## src/rtl/elm_pkg.sv

```systemverilog
// Shared defaults and FSM state encoding for the ELM argmax tracker.
// Imported by the tracker top and its compare cell.
package elm_pkg;

    localparam int ELM_DATA_W      = 32;
    localparam int ELM_IDX_W       = 4;
    localparam int ELM_NUM_CLASSES = 10;

    typedef enum logic [1:0] {
        IDLE    = 2'd0,
        COLLECT = 2'd1,
        DONE    = 2'd2
    } elm_state_t;

endpackage

```

## src/rtl/elm_max_cmp.sv

```systemverilog
// Combinational max-compare cell: strict unsigned candidate > current.
// larger follows current on ties, so earlier winners are kept.
module elm_max_cmp
    import elm_pkg::*;
#(
    parameter int DATA_W = ELM_DATA_W
) (
    input  logic [DATA_W-1:0] candidate,
    input  logic [DATA_W-1:0] current,
    output logic [DATA_W-1:0] larger,
    output logic              gt
);

    assign gt     = (candidate > current);
    assign larger = gt ? candidate : current;

endmodule

```

## src/rtl/elm_argmax_tracker.sv

```systemverilog
// Streams NUM_CLASSES unsigned scores per frame and reports the maximum
// score and its arrival index through a valid/ready result handshake.
module elm_argmax_tracker
    import elm_pkg::*;
#(
    parameter int DATA_W      = ELM_DATA_W,
    parameter int NUM_CLASSES = ELM_NUM_CLASSES,
    parameter int IDX_W       = ELM_IDX_W
) (
    input  logic              clk,
    input  logic              rst_n,
    input  logic              start,
    input  logic              in_valid,
    output logic              in_ready,
    input  logic [DATA_W-1:0] in_data,
    output logic              out_valid,
    input  logic              out_ready,
    output logic [DATA_W-1:0] max_value,
    output logic [IDX_W-1:0]  max_index,
    output logic              busy
);

    // One extra bit so a full 2**IDX_W frame never wraps the counter.
    localparam int              CNT_W    = IDX_W + 1;
    localparam logic [CNT_W-1:0] LAST_CNT = CNT_W'(NUM_CLASSES - 1);

    elm_state_t         state_reg;
    logic [CNT_W-1:0]   cnt_reg;
    logic [DATA_W-1:0]  max_value_reg;
    logic [IDX_W-1:0]   max_index_reg;

    logic [DATA_W-1:0]  cmp_larger;
    logic               cmp_gt;
    logic               beat_accept;
    logic               first_beat;

    elm_max_cmp #(
        .DATA_W (DATA_W)
    ) u_cmp (
        .candidate (in_data),
        .current   (max_value_reg),
        .larger    (cmp_larger),
        .gt        (cmp_gt)
    );

    assign beat_accept = (state_reg == COLLECT) && in_valid;
    assign first_beat  = (cnt_reg == '0);

    always_ff @(posedge clk) begin
        if (!rst_n) begin
            state_reg     <= IDLE;
            cnt_reg       <= '0;
            max_value_reg <= '0;
            max_index_reg <= '0;
        end else begin
            case (state_reg)
                IDLE: begin
                    if (start) begin
                        state_reg <= COLLECT;
                        cnt_reg   <= '0;
                    end
                end
                COLLECT: begin
                    if (beat_accept) begin
                        // Beat 0 seeds the running max regardless of stale contents.
                        if (first_beat) begin
                            max_value_reg <= in_data;
                            max_index_reg <= '0;
                        end else begin
                            max_value_reg <= cmp_larger;
                            if (cmp_gt) begin
                                max_index_reg <= cnt_reg[IDX_W-1:0];
                            end
                        end
                        if (cnt_reg == LAST_CNT) begin
                            state_reg <= DONE;
                        end else begin
                            cnt_reg <= cnt_reg + CNT_W'(1);
                        end
                    end
                end
                DONE: begin
                    if (out_ready) begin
                        if (start) begin
                            state_reg <= COLLECT;
                            cnt_reg   <= '0;
                        end else begin
                            state_reg <= IDLE;
                        end
                    end
                end
                default: begin
                    state_reg <= IDLE;
                end
            endcase
        end
    end

    assign in_ready  = (state_reg == COLLECT);
    assign out_valid = (state_reg == DONE);
    assign busy      = (state_reg == COLLECT) || (state_reg == DONE);
    assign max_value = max_value_reg;
    assign max_index = max_index_reg;

endmodule

```

## config.mk

```make
export PLATFORM = sky130hd
export DESIGN_NAME = elm_argmax_tracker
export DESIGN_NICKNAME = d
export VERILOG_FILES = /design/src/rtl/elm_pkg.sv /design/src/rtl/elm_max_cmp.sv /design/src/rtl/elm_argmax_tracker.sv
export SDC_FILE = /design/constraint.sdc
export NUM_CORES = 1
export LEC_CHECK = 0
export ABC_CLOCK_PERIOD_IN_PS = 2200
export CAP_MARGIN = 20
export CELL_PAD_IN_SITES_DETAIL_PLACEMENT = 0
export CELL_PAD_IN_SITES_GLOBAL_PLACEMENT = 1
export CORE_ASPECT_RATIO = 0.9
export CORE_MARGIN = 1
export CORE_UTILIZATION = 33
export CTS_BUF_LIST = sky130_fd_sc_hd__clkbuf_8
export DETAILED_ROUTE_END_ITERATION = 8
export PLACE_DENSITY_LB_ADDON = 0.1
export SETUP_SLACK_MARGIN = 0.4
export SYNTH_ARGS = -nofsm -noshare
export SYNTH_HDL_FRONTEND = slang
export SYNTH_SLANG_ARGS = --single-unit
```

## constraint.sdc

```tcl
create_clock -name clk -period 2.2 [get_ports clk]
set_input_delay 0.33 -clock clk [delete_from_list [all_inputs] [get_ports clk]]
set_output_delay 0.33 -clock clk [all_outputs]
set_load 0.1 [all_outputs]
```

==> results of run 1 <==
through the flow:
stage               util, %  setup WS, ns  TNS, ns
detailed placement    47.41       -0.4979   -16.66
global placement      47.41       -0.4292   -14.45
CTS                   50.02      -0.04339  -0.8680
floorplan                 -      -0.05345   -1.594
global route          52.08      -0.08171   -1.488
finish                52.08       0.04631        0
worst paths after layout:
| check | from | endpoint | slack, ns |
|---|---|---|---|
| hold reg to reg | max_index[2]$_SDFFE_PN0P_ | max_index[2]$_SDFFE_PN0P_ | 0.46 |
| setup / recovery | in_data[20] | max_value[12]$_SDFFE_PN0P_ | 0.05 |
| hold / removal | in_data[24] | max_value[24]$_SDFFE_PN0P_ | 0.31 |
| setup reg to reg | max_value[31]$_SDFFE_PN0P_ | max_value[12]$_SDFFE_PN0P_ | 0.06 |
Yosys cell counts, drive strengths merged:
| cell type | instances |
|---|---|
| nand2 | 85 |
| dfxtp | 43 |
| ha | 39 |
| inv | 38 |
| mux2i | 37 |
| a21oi | 15 |
| nor2 | 10 |
| nand4 | 9 |
| clkbuf | 8 |
| buf | 5 |
| nor2b | 4 |
| nand3 | 3 |
| o21ai | 3 |
| xor2 | 3 |
| a2111oi | 2 |
| a21boi | 2 |
| a31o | 2 |
| nor4 | 2 |
| o21a | 2 |
| o31ai | 2 |
| a211oi | 1 |
| a2bb2oi | 1 |
| and2 | 1 |
| nor3 | 1 |
| nor3b | 1 |
| nor4b | 1 |
| o211ai | 1 |
| o21bai | 1 |
| o221ai | 1 |
| o31a | 1 |
| or4b | 1 |
| xnor2 | 1 |
cell type report:
| type | instances | share of cell area, % |
|---|---|---|
| Clock buffer | 5 | 1.630 |
| Clock inverter | 3 | 0.3557 |
| Inverter | 38 | 3.438 |
| Multi-Input combinational cell | 232 | 46.32 |
| Sequential cell | 43 | 23.24 |
| Tap cell | 99 | 2.934 |
| Timing Repair Buffer | 106 | 22.08 |
what timing repair did:
item | CTS | global route
setup buffers | 5 | 4
pin swaps | 16 | 20
gates resized for setup | 36 | 27
setup endpoints to repair | 38 | 40
gates cloned | 0 | 0
cells in the final DEF (no fill, tap or decap), types with 4 or more instances in the layout:
cell and instances:
dlymetal6s2s_1 5, clkbuf_8 5, buf_4 63, nand4_1 8, dfxtp_4 31, clkdlybuf4s50_1 13
dfxtp_1 9, nor2_1 10, nand2_1 83, a21oi_1 14, mux2i_1 37, nor2b_1 4
dlygate4sd2_1 17, inv_1 27, ha_1 22, ha_4 16, inv_2 11
where the power goes:
group / leakage (nW) / total (mW) / internal (mW) / switching, mW
clock network: 0.0496 / 0.499 / 0.219 / 0.280
logic: 1.56 / 2.15 / 0.790 / 1.36
registers: 0.374 / 0.991 / 0.906 / 0.0850
total: 1.99 / 3.64 / 1.91 / 1.73
cell families after synthesis:
family                     count (synthesis)  synth area share (%)
AOI/OAI and AO/OA                         34                 8.056
xor gates and xnor gates                   4                 1.260
adders and majority gates                 39                 17.55
buffers and inverters                     51                 9.181
DFF                                       43                 30.96
muxes                                     37                 13.32
and+or+nand+nor                          118                 19.67
layer usage:
layer	up-vias	track usage [%]	share of wire, %
met1	1105	18.40	47
met3	4	3.127	3.7
met4	0	2.849	0.80
met5	-	0	0
li1	1286	-	-
met2	46	27.34	48
critical path: stages:
cell and delay [ns]:
clkdlybuf4s50_1 0.44, ha_1 0.30, nand4_1 0.13, nor4_2 0.30, a31o_2 0.20, a31o_1 0.12, o31a_4 0.21, buf_8 0.16
mux2i_1 0.18
==> reports/metrics.csv, run 1 <==
metric;value;unit
Layout fillers;767;
GR Overflow Total;0;
register area share after synthesis;30.96;%
vias in the first global route;2235;
worst hold path class;in2reg;
top cell type's share of synthesized area;30.96;%
first-pass GRT wire length;10.43;mm
Layout Cells excl Fill;526;
kind of critical path;in2reg;
initial antenna violation count;0;
cells after synthesis;326;
pwr dens;862.8;nW/um^2
Tmin final;2.154;ns
RSZ-0062 raised after global routing;true;
routed len/inst;12.56;um
Die W;98.75;um
Max Clock Skew;0.007250;ns
Syn Nets;402;
worst-case clock buffer depth;2;
worst hold path stage count;3;
CP arrival;2.37;ns
io pins;76;
vias per cell;4.641;
area grow syn2layout;51.85;%
Cells after DPL;509;
max_slew headroom;65.54;%
Floorplan Core Area;8107;um^2
leakage power;1.986;nW
f_max;0.4643;GHz
Req. time, crit path;2.42;ns
Antenna Cells;0;
Clock Latency Late Sink;0.30;ns
synthesized cell area;2780;um^2
largest net degree at the start of global routing;39;
Iter 0 DRT Violations;37;
DP HPWL;5.073;mm
Hold Fails Final Rpt;0;
Tightest Pin Transition;0.5169;ns
hold_ws;0.3147;ns
multi-input logic area;1956;um^2
synth unique cells;39;
cts bufs inserted;5;
Synth Area per Inst;8.528;um^2
FF+latch area;980.9;um^2
DR DRC count;0;
Die Y;89.08;um
synth top area cells;dfxtp_1 31%, ha_1 18%, mux2i_1 13%;
clk sink count;43;
clk root buf;clkbuf_8;
GP Congestion;0.6829;
Worst Path Max Fanout;8;
max FFs per register;32;
overall power;3.642;mW
crit start category;primary input;
Setup violations, final;0;
# nets final;502;
area leader, netlist;dfxtp_1;
TritonCTS clock tree;yes;
Pre-antenna DRT Iters;4;
total die area;8796;um^2
Std-Cell Rows;31;
Reg2Reg Depth;9;
layout cells sized above 1;37.00;%
#FFs+latches synth;43;
routed via count;2441;
Initial Util;34.30;%
all-layer global routing usage;14.95;%
placed inst area;3844;um^2
Antenna Nets Post-Route;0;
maximum vdd ir drop;0.8571;mV
outcome;finished, final reports clean;
design area;4222;um^2
Synthesis Warnings;0;
Reg clk slew, reported paths;0.09;ns
H-Tree Depth;2;
Post-Route WL;6.604;mm
final worst path period share;97.90;%
Worst Setup End Kind;flip-flop;
fin. max-slew vios;0;
max-capacitance violation count;0;
hold buffers post-CTS;0;
# port buffers;75;
Power figures use the tool's default switching activity.
==> inputs of run 2 (changes only) <==
--- a/config.mk
+++ b/config.mk
@@ -5,17 +5,18 @@
 export SDC_FILE = /design/constraint.sdc
 export NUM_CORES = 1
 export LEC_CHECK = 0
+export ABC_AREA = 1
 export ABC_CLOCK_PERIOD_IN_PS = 2200
 export CAP_MARGIN = 20
 export CELL_PAD_IN_SITES_DETAIL_PLACEMENT = 0
-export CELL_PAD_IN_SITES_GLOBAL_PLACEMENT = 1
+export CELL_PAD_IN_SITES_GLOBAL_PLACEMENT = 2
 export CORE_ASPECT_RATIO = 0.9
 export CORE_MARGIN = 1
-export CORE_UTILIZATION = 33
+export CORE_UTILIZATION = 24
 export CTS_BUF_LIST = sky130_fd_sc_hd__clkbuf_8
 export DETAILED_ROUTE_END_ITERATION = 8
 export PLACE_DENSITY_LB_ADDON = 0.1
-export SETUP_SLACK_MARGIN = 0.4
+export SETUP_SLACK_MARGIN = 0.2
 export SYNTH_ARGS = -nofsm -noshare
 export SYNTH_HDL_FRONTEND = slang
 export SYNTH_SLANG_ARGS = --single-unit
==> run 2 against run 1 <==
  * Via count increased by 20%
  * Clock skew decreased by 0.00083 ns
  * Core utilization decreased by 13 points
  * Cell area increased by 10%
  * Non-clock buffer count increased by 3
  * Hold slack improved by 0.075 ns
  * Sequential share of layout area decreased by 2.2 points
  * Total power increased by 55%
  * Wire length increased by 32%
  * Sequential power increased by 19%
  * Clock power increased by 19%
  * Worst setup slack improved by 0.14 ns
  * Highest routed layer unchanged
==> reports/metrics.csv, run 2 <==
metric;value;unit;change
outcome;finished, final reports clean;;unchanged
Synth top cells by count;83 x nand2_1, 82 x inv_1, 57 x a21oi_1, 48 x nor2_1, 43 x dfxtp_1;;was 84 x nand2_1, 43 x dfxtp_1, 39 x ha_1, 38 x inv_1, 37 x mux2i_1
final worst path period share;91.70;%;was 97.90%
ys async rst share;0;%;unchanged
Setup WS pre-CTS;-0.2195;ns;was -0.4979 ns
area grow syn2layout;56.45;%;was 51.85%
max-capacitance violation count;0;;unchanged
#FFs+latches synth;43;;unchanged
cells after synthesis;437;;was 326
clk sink count;43;;unchanged
Worst Hold End;max_value[12]$_SDFFE_PN0P_;;was max_value[24]$_SDFFE_PN0P_
vias per cell;4.210;;was 4.641
Reg2Reg Depth;16;;was 9
RSZ-0062 raised after global routing;true;;unchanged
RR Endpoint;max_value[5]$_SDFFE_PN0P_;;was max_value[12]$_SDFFE_PN0P_
routed len/inst;12.56;um;about the same
synth unique cells;24;;was 39
Worst Setup End Kind;flip-flop;;unchanged
f_max;0.4957;GHz;was 0.4643 GHz
register area share after synthesis;29.01;%;was 30.96%
Tmin final;2.017;ns;was 2.154 ns
design area;4643;um^2;was 4222 um^2
multi-input logic area;2001;um^2;was 1956 um^2
initial antenna violation count;0;;unchanged
pwr dens;1217;nW/um^2;was 862.8 nW/um^2
fin. max-slew vios;0;;unchanged
Iter 0 DRT Violations;113;;was 37
vias in the first global route;2747;;was 2235
# port buffers;75;;unchanged
Die W;119.2;um;was 98.75 um
Hold Crit Start;in_data[12];;was in_data[24]
worst path bufs/invs;4;;was 2
synth top area cells;dfxtp_1 29%, ha_1 16%, nand2_1 10%;;was dfxtp_1 31%, ha_1 18%, mux2i_1 13%
top-count cell post-synth;nand2_1;;unchanged
ys flop type;dfxtp_1;;unchanged
Clock Latency Late Sink;0.31;ns;was 0.30 ns
io pins;76;;unchanged
GR Overflow Total;0;;unchanged
Std-Cell Rows;38;;was 31
Worst Path Max Fanout;8;;unchanged
Setup violations, final;0;;unchanged
leakage power;2.122;nW;was 1.986 nW
Reg clk slew, reported paths;0.09;ns;about the same
Synth Area per Inst;6.791;um^2;was 8.528 um^2
commonest non-fill, non-tap cell in the layout;nand2_1;;unchanged
area leader, netlist;dfxtp_1;;unchanged
Worst R2R Start;max_value[21]$_SDFFE_PN0P_;;was max_value[31]$_SDFFE_PN0P_
Antenna Cells;0;;unchanged
CP arrival;2.23;ns;was 2.37 ns
# nets final;611;;was 502
Initial Util;24.67;%;was 34.30%
crit start category;flip-flop;;was primary input
Req. time, crit path;2.41;ns;was 2.42 ns
max_slew headroom;74.31;%;was 65.54%
FF+latch area;975.9;um^2;was 980.9 um^2
synthesized cell area;2968;um^2;was 2780 um^2
all-layer global routing usage;13.64;%;was 14.95%
max FFs per register;32;;unchanged
kind of critical path;reg2reg;;was in2reg
maximum vdd ir drop;0.8405;mV;was 0.8571 mV
Syn Nets;513;;was 402
Floorplan Core Area;12030;um^2;was 8107 um^2
hold buffers post-CTS;0;;unchanged
first-pass GRT wire length;13.73;mm;was 10.43 mm
Post-Route Utilization;38.60;%;was 52.08%
TritonCTS clock tree;yes;;unchanged
cts bufs inserted;5;;unchanged
GP Congestion;0.6999;;was 0.6829
DR DRC count;0;;unchanged
critical path, cell by cell;inv_4 -> ha_4 -> nand2_4 -> nor2_4 -> nand4_1 -> nor2_4 -> nand2_1 -> nand2_1 -> nand2_2 -> nand2_4 -> buf_6 -> buf_12 -> buf_16 -> nand3_1 -> nand2_1 -> nor2_1;;was clkdlybuf4s50_1 -> ha_1 -> nand4_1 -> nor4_2 -> a31o_2 -> a31o_1 -> o31a_4 -> buf_8 -> mux2i_1
placed inst area;3874;um^2;was 3844 um^2
Antenna Nets Post-Route;0;;unchanged
most frequent cells in the layout;76 x nand2_1, 74 x inv_1, 59 x buf_4;;was 83 x nand2_1, 63 x buf_4, 37 x mux2i_1
CP max stage delay;0.37;ns;was 0.44 ns
Layout fillers;1247;;was 767
largest net degree at the start of global routing;73;;was 39
Synthesis Warnings;0;;unchanged
total die area;12820;um^2;was 8796 um^2
worst hold path stage count;5;;was 3
EDFF count, synth;0;;unchanged
routed via count;2930;;was 2441
Post-Route WL;8.741;mm;was 6.604 mm
final worst setup slack;0.1827;ns;was 0.04631 ns
top cell type's share of synthesized area;29.01;%;was 30.96%
H-Tree Depth;2;;unchanged
hold_ws;0.3895;ns;was 0.3147 ns
clk root buf;clkbuf_8;;unchanged
layout cells sized above 1;33.77;%;was 37.00%
Pre-antenna DRT Iters;4;;unchanged
FF-to-FF setup slack;0.18;ns;was 0.06 ns
Hold Fails Final Rpt;0;;unchanged
most used cell along the critical path;nand2_1;;
Die Y;107.5;um;was 89.08 um
CP delay by family, top;simple AND/OR/NAND/NOR gates;;was buffers and inverters
CP max stage cell;dfxtp_4;;was clkdlybuf4s50_1
Tightest Pin Transition;0.3814;ns;was 0.5169 ns
Max Clock Skew;0.006419;ns;was 0.007250 ns
worst-case clock buffer depth;2;;unchanged
worst hold path class;in2reg;;unchanged
DP HPWL;5.443;mm;was 5.073 mm
## run 2: tightest hold or removal path: cells and delay by family
kind	cells	cell delay, ns
AND/OR/NAND/NOR	3	0.15
buffers and inverters	2	0.19
## run 2: cell type report
type	instances	area share [%]
multi-input cells	292	43.09
clock buffers	7	2.075
flip-flops and latches	43	21.02
well taps	160	4.312
inverters	84	6.845
repair buffers	109	22.58
clock inverters	1	0.08084
## run 2: metrics by stage
step | instances | power (mW) | setup TNS, ns
final | 696 | 5.653 | 0
after global routing | 696 | 6.059 | 0
after CTS | 690 | 5.497 | 0
after detailed placement | 663 | 4.373 | -7.096
after floorplan | 437 | 3.767 | 0
after global placement | 663 | 4.374 | -7.456
## run 2: worst max path at each step
stage | startpoint | to | slack [ns] | cells past startpoint
floorplan | max_value[23]$_SDFFE_PN0P_ | max_index[0]$_SDFFE_PN0P_ | 0.24 | 14
detailed placement | in_data[23] | max_value[7]$_SDFFE_PN0P_ | -0.22 | 14
global placement | in_data[15] | max_value[6]$_SDFFE_PN0P_ | -0.23 | 13
finish | max_value[21]$_SDFFE_PN0P_ | max_value[5]$_SDFFE_PN0P_ | 0.18 | 16
CTS | max_value[23]$_SDFFE_PN0P_ | max_value[29]$_SDFFE_PN0P_ | 0.18 | 15
global route | max_value[20]$_SDFFE_PN0P_ | max_value[8]$_SDFFE_PN0P_ | 0.007 | 16
## run 2: kinds of logic after synthesis
group,count (synthesis),synth area share [%]
AOI/OAI and AO/OA,72,12.56
and+or+nand+nor,181,25.55
DFF,43,29.01
buffers and inverters,102,16.44
adders and majority gates,39,16.44
## run 2: where the power goes
group / switching (mW) / internal [mW]
registers: 0.152 / 1.03
clock network: 0.311 / 0.283
logic: 2.58 / 1.29
total: 3.04 / 2.61
## run 2: timing repair
item                       CTS  global route
pin swaps                   13            27
hold endpoints to repair     0             0
gates cloned                 3             2
gates resized for setup     78            31
setup endpoints to repair   36            39
buffers inserted            16             4
## run 2: metal layers
layer	global-route usage [%]	vias up	routed length [um]
met1	18.52	1310	4500
li1	-	1573	-
met3	2.754	8	288
met5	0	-	0
met4	3.797	0	80
met2	21.76	39	3872
==> inputs of run 3 (changes only) <==
--- a/config.mk
+++ b/config.mk
@@ -7,14 +7,15 @@
 export LEC_CHECK = 0
 export ABC_AREA = 1
 export ABC_CLOCK_PERIOD_IN_PS = 2200
-export CAP_MARGIN = 20
+export CAP_MARGIN = 5
 export CELL_PAD_IN_SITES_DETAIL_PLACEMENT = 0
 export CELL_PAD_IN_SITES_GLOBAL_PLACEMENT = 2
-export CORE_ASPECT_RATIO = 0.9
+export CORE_ASPECT_RATIO = 0.6
 export CORE_MARGIN = 1
-export CORE_UTILIZATION = 24
+export CORE_UTILIZATION = 32
 export CTS_BUF_LIST = sky130_fd_sc_hd__clkbuf_8
 export DETAILED_ROUTE_END_ITERATION = 8
+export DONT_BUFFER_PORTS = 1
 export PLACE_DENSITY_LB_ADDON = 0.1
 export SETUP_SLACK_MARGIN = 0.2
 export SYNTH_ARGS = -nofsm -noshare
==> run 3 against run 2 <==
  * Via count down 6.3%
  * Wire length fell by 2.8%
  * Flip-flop and latch count unchanged
  * Sequential share of layout area rose by 1.3 points
  * Clock skew increased by 0.0052 ns
  * Combinational power is 3% higher
  * Maximum frequency increased by 3.1%
  * Clock power rose by 13%
  * Critical path depth is 1 lower
  * Global-route usage increased by 2.2 points
  * Non-clock buffer count down 55
  * Worst setup slack improved by 0.062 ns
  * Critical endpoint is now max_value[21]$_SDFFE_PN0P_
  * Largest power group unchanged
==> reports/metrics.csv, run 3 (same netlist as run 2, synthesis figures left out) <==
metric;value;unit;change
crit start category;flip-flop;;unchanged
Clock Latency Late Sink;0.31;ns;about the same
most frequent cells in the layout;71 x inv_1, 70 x nand2_1, 42 x buf_4;;was 76 x nand2_1, 74 x inv_1, 59 x buf_4
Critical path origin;max_value[17]$_SDFFE_PN0P_;;was max_value[21]$_SDFFE_PN0P_
# port buffers;0;;was 75
Antenna Nets Post-Route;0;;unchanged
TritonCTS clock tree;yes;;unchanged
Pre-antenna DRT Iters;6;;was 4
outcome;finished, final reports clean;;unchanged
DP HPWL;5.308;mm;was 5.443 mm
final worst path period share;88.90;%;was 91.70%
FF+latch area;975.9;um^2;unchanged
first-pass GRT wire length;12.11;mm;was 13.73 mm
commonest non-fill, non-tap cell in the layout;inv_1;;was nand2_1
cts bufs inserted;5;;unchanged
Reg clk slew, reported paths;0.10;ns;was 0.09 ns
Antenna Cells;0;;unchanged
multi-input logic area;2250;um^2;was 2001 um^2
Iter 0 DRT Violations;117;;was 113
Floorplan Core Area;8751;um^2;was 12030 um^2
Post-Route WL;8.500;mm;was 8.741 mm
Tmin final;1.956;ns;was 2.017 ns
routed via count;2745;;was 2930
Post-Route Utilization;50.03;%;was 38.60%
# nets final;558;;was 611
Die W;126.3;um;was 119.2 um
routed len/inst;14.29;um;was 12.56 um
Reg2Reg Depth;15;;was 16
DR DRC count;0;;unchanged
Tightest Pin Transition;0.6572;ns;was 0.3814 ns
worst hold path stage count;2;;was 5
design area;4378;um^2;was 4643 um^2
GR Overflow Total;0;;unchanged
largest net degree at the start of global routing;73;;unchanged
Initial Util;33.91;%;was 24.67%
maximum vdd ir drop;0.8083;mV;was 0.8405 mV
RSZ-0062 raised after global routing;true;;unchanged
GP Congestion;0.7449;;was 0.6999
area grow syn2layout;47.51;%;was 56.45%
max FFs per register;32;;unchanged
pwr dens;1326;nW/um^2;was 1217 nW/um^2
Worst Path Max Fanout;8;;unchanged
placed inst area;3448;um^2;was 3874 um^2
Hold Crit Start;rst_n;;was in_data[12]
clk sink count;43;;unchanged
CP arrival;2.16;ns;was 2.23 ns
Worst Hold End;max_value[4]$_SDFFE_PN0P_;;was max_value[12]$_SDFFE_PN0P_
hold_ws;0.1146;ns;was 0.3895 ns
max-capacitance violation count;0;;unchanged
Req. time, crit path;2.40;ns;was 2.41 ns
fin. max-slew vios;0;;unchanged
clk root buf;clkbuf_8;;unchanged
Setup TNS;0;ns;unchanged
Hold Fails Final Rpt;0;;unchanged
H-Tree Depth;2;;unchanged
Worst Setup End Kind;flip-flop;;unchanged
total die area;9676;um^2;was 12820 um^2
FF-to-FF setup slack;0.24;ns;was 0.18 ns
worst hold path class;in2reg;;unchanged
f_max;0.5113;GHz;was 0.4957 GHz
Max Clock Skew;0.01160;ns;was 0.006419 ns
Std-Cell Rows;26;;was 38
RR Endpoint;max_value[21]$_SDFFE_PN0P_;;was max_value[5]$_SDFFE_PN0P_
Cells after DPL;575;;was 663
max_slew headroom;56.07;%;was 74.31%
layout cells sized above 1;42.86;%;was 33.77%
io pins;76;;unchanged
leakage power;1.861;nW;was 2.122 nW
Setup violations, final;0;;unchanged
Layout Cells excl Fill;595;;was 696
vias in the first global route;2460;;was 2747
all-layer global routing usage;15.82;%;was 13.64%
initial antenna violation count;0;;unchanged
vias per cell;4.613;;was 4.210
worst-case clock buffer depth;2;;unchanged
Worst R2R Start;max_value[17]$_SDFFE_PN0P_;;was max_value[21]$_SDFFE_PN0P_
Layout fillers;859;;was 1247
kind of critical path;reg2reg;;unchanged
Die Y;76.60;um;was 107.5 um
-- run 3: cell count changes in the layout (fill, tap and decap cells not counted), sizes merged, moves of 3 or more --
cell / previous run / this run
buf: 71 / 48
dlygate4sd2: 29 / 0
clkdlybuf4s50: 5 / 0
clkbuf: 9 / 12
-- run 3: where the power goes --
part           internal [mW]  switching [mW]  leakage, nW
Clock                  0.368           0.305       0.0612
Combinational           1.26            2.73         1.43
Sequential              1.03           0.121        0.374
Total                   2.65            3.15         1.86
-- run 3: per-layer routing --
layer | vias up | GRT usage (%) | wire [um]
met3 | 5 | 5.829 | 612
met1 | 1223 | 22.91 | 4392
met2 | 50 | 21.77 | 3444
met5 | - | 0 | 0
met4 | 0 | 3.614 | 51
li1 | 1467 | - | -
-- run 3: worst max-delay path, stage by stage, from the launching register on --
cell       delay [ns]
dfxtp_4          0.35
inv_1            0.04
ha_1             0.29
nand2_1          0.08
nand2_1          0.05
nand2_1          0.05
nand2_1          0.07
nand2_1          0.08
a21oi_2          0.05
nor2_2           0.09
nand2_2          0.07
nand2_4          0.14
nand2_8          0.11
clkbuf_16        0.21
a21oi_4          0.14
nor2_1           0.05
-- run 3: worst max path at each step --
stage | end | cells past startpoint | slack, ns
4_1_cts | max_value[16]$_SDFFE_PN0P_ | 16 | 0.20
5_1_grt | max_value[22]$_SDFFE_PN0P_ | 17 | 0.1
3_3_place_gp | max_value[23]$_SDFFE_PN0P_ | 16 | 0.26
3_5_place_dp | max_value[23]$_SDFFE_PN0P_ | 16 | 0.24
6_report | max_value[21]$_SDFFE_PN0P_ | 15 | 0.24
2_1_floorplan | max_index[0]$_SDFFE_PN0P_ | 14 | 0.24
-- run 3: per-stage QoR --
stage	total power [mW]	worst slack, ns
floorplan	3.767	0.2407
global placement	4.314	0.2586
detailed placement	4.315	0.2359
CTS	5.013	0.2021
global route	6.204	0.09813
finish	5.807	0.2443
-- run 3: final cells by class --
class / instances / share of cell area, %
Sequential cell: 43 / 22.29
Timing Repair Buffer: 54 / 13.18
Inverter: 84 / 7.259
Multi-Input combinational cell: 294 / 51.39
Clock inverter: 2 / 0.8002
Clock buffer: 6 / 1.886
Tap cell: 112 / 3.201
-- run 3: repair_timing --
action	4_1_cts	5_1_grt
hold buffers	0	0
buffers inserted	0	3
endpoints found under the setup margin	0	36
gates resized for setup	0	115
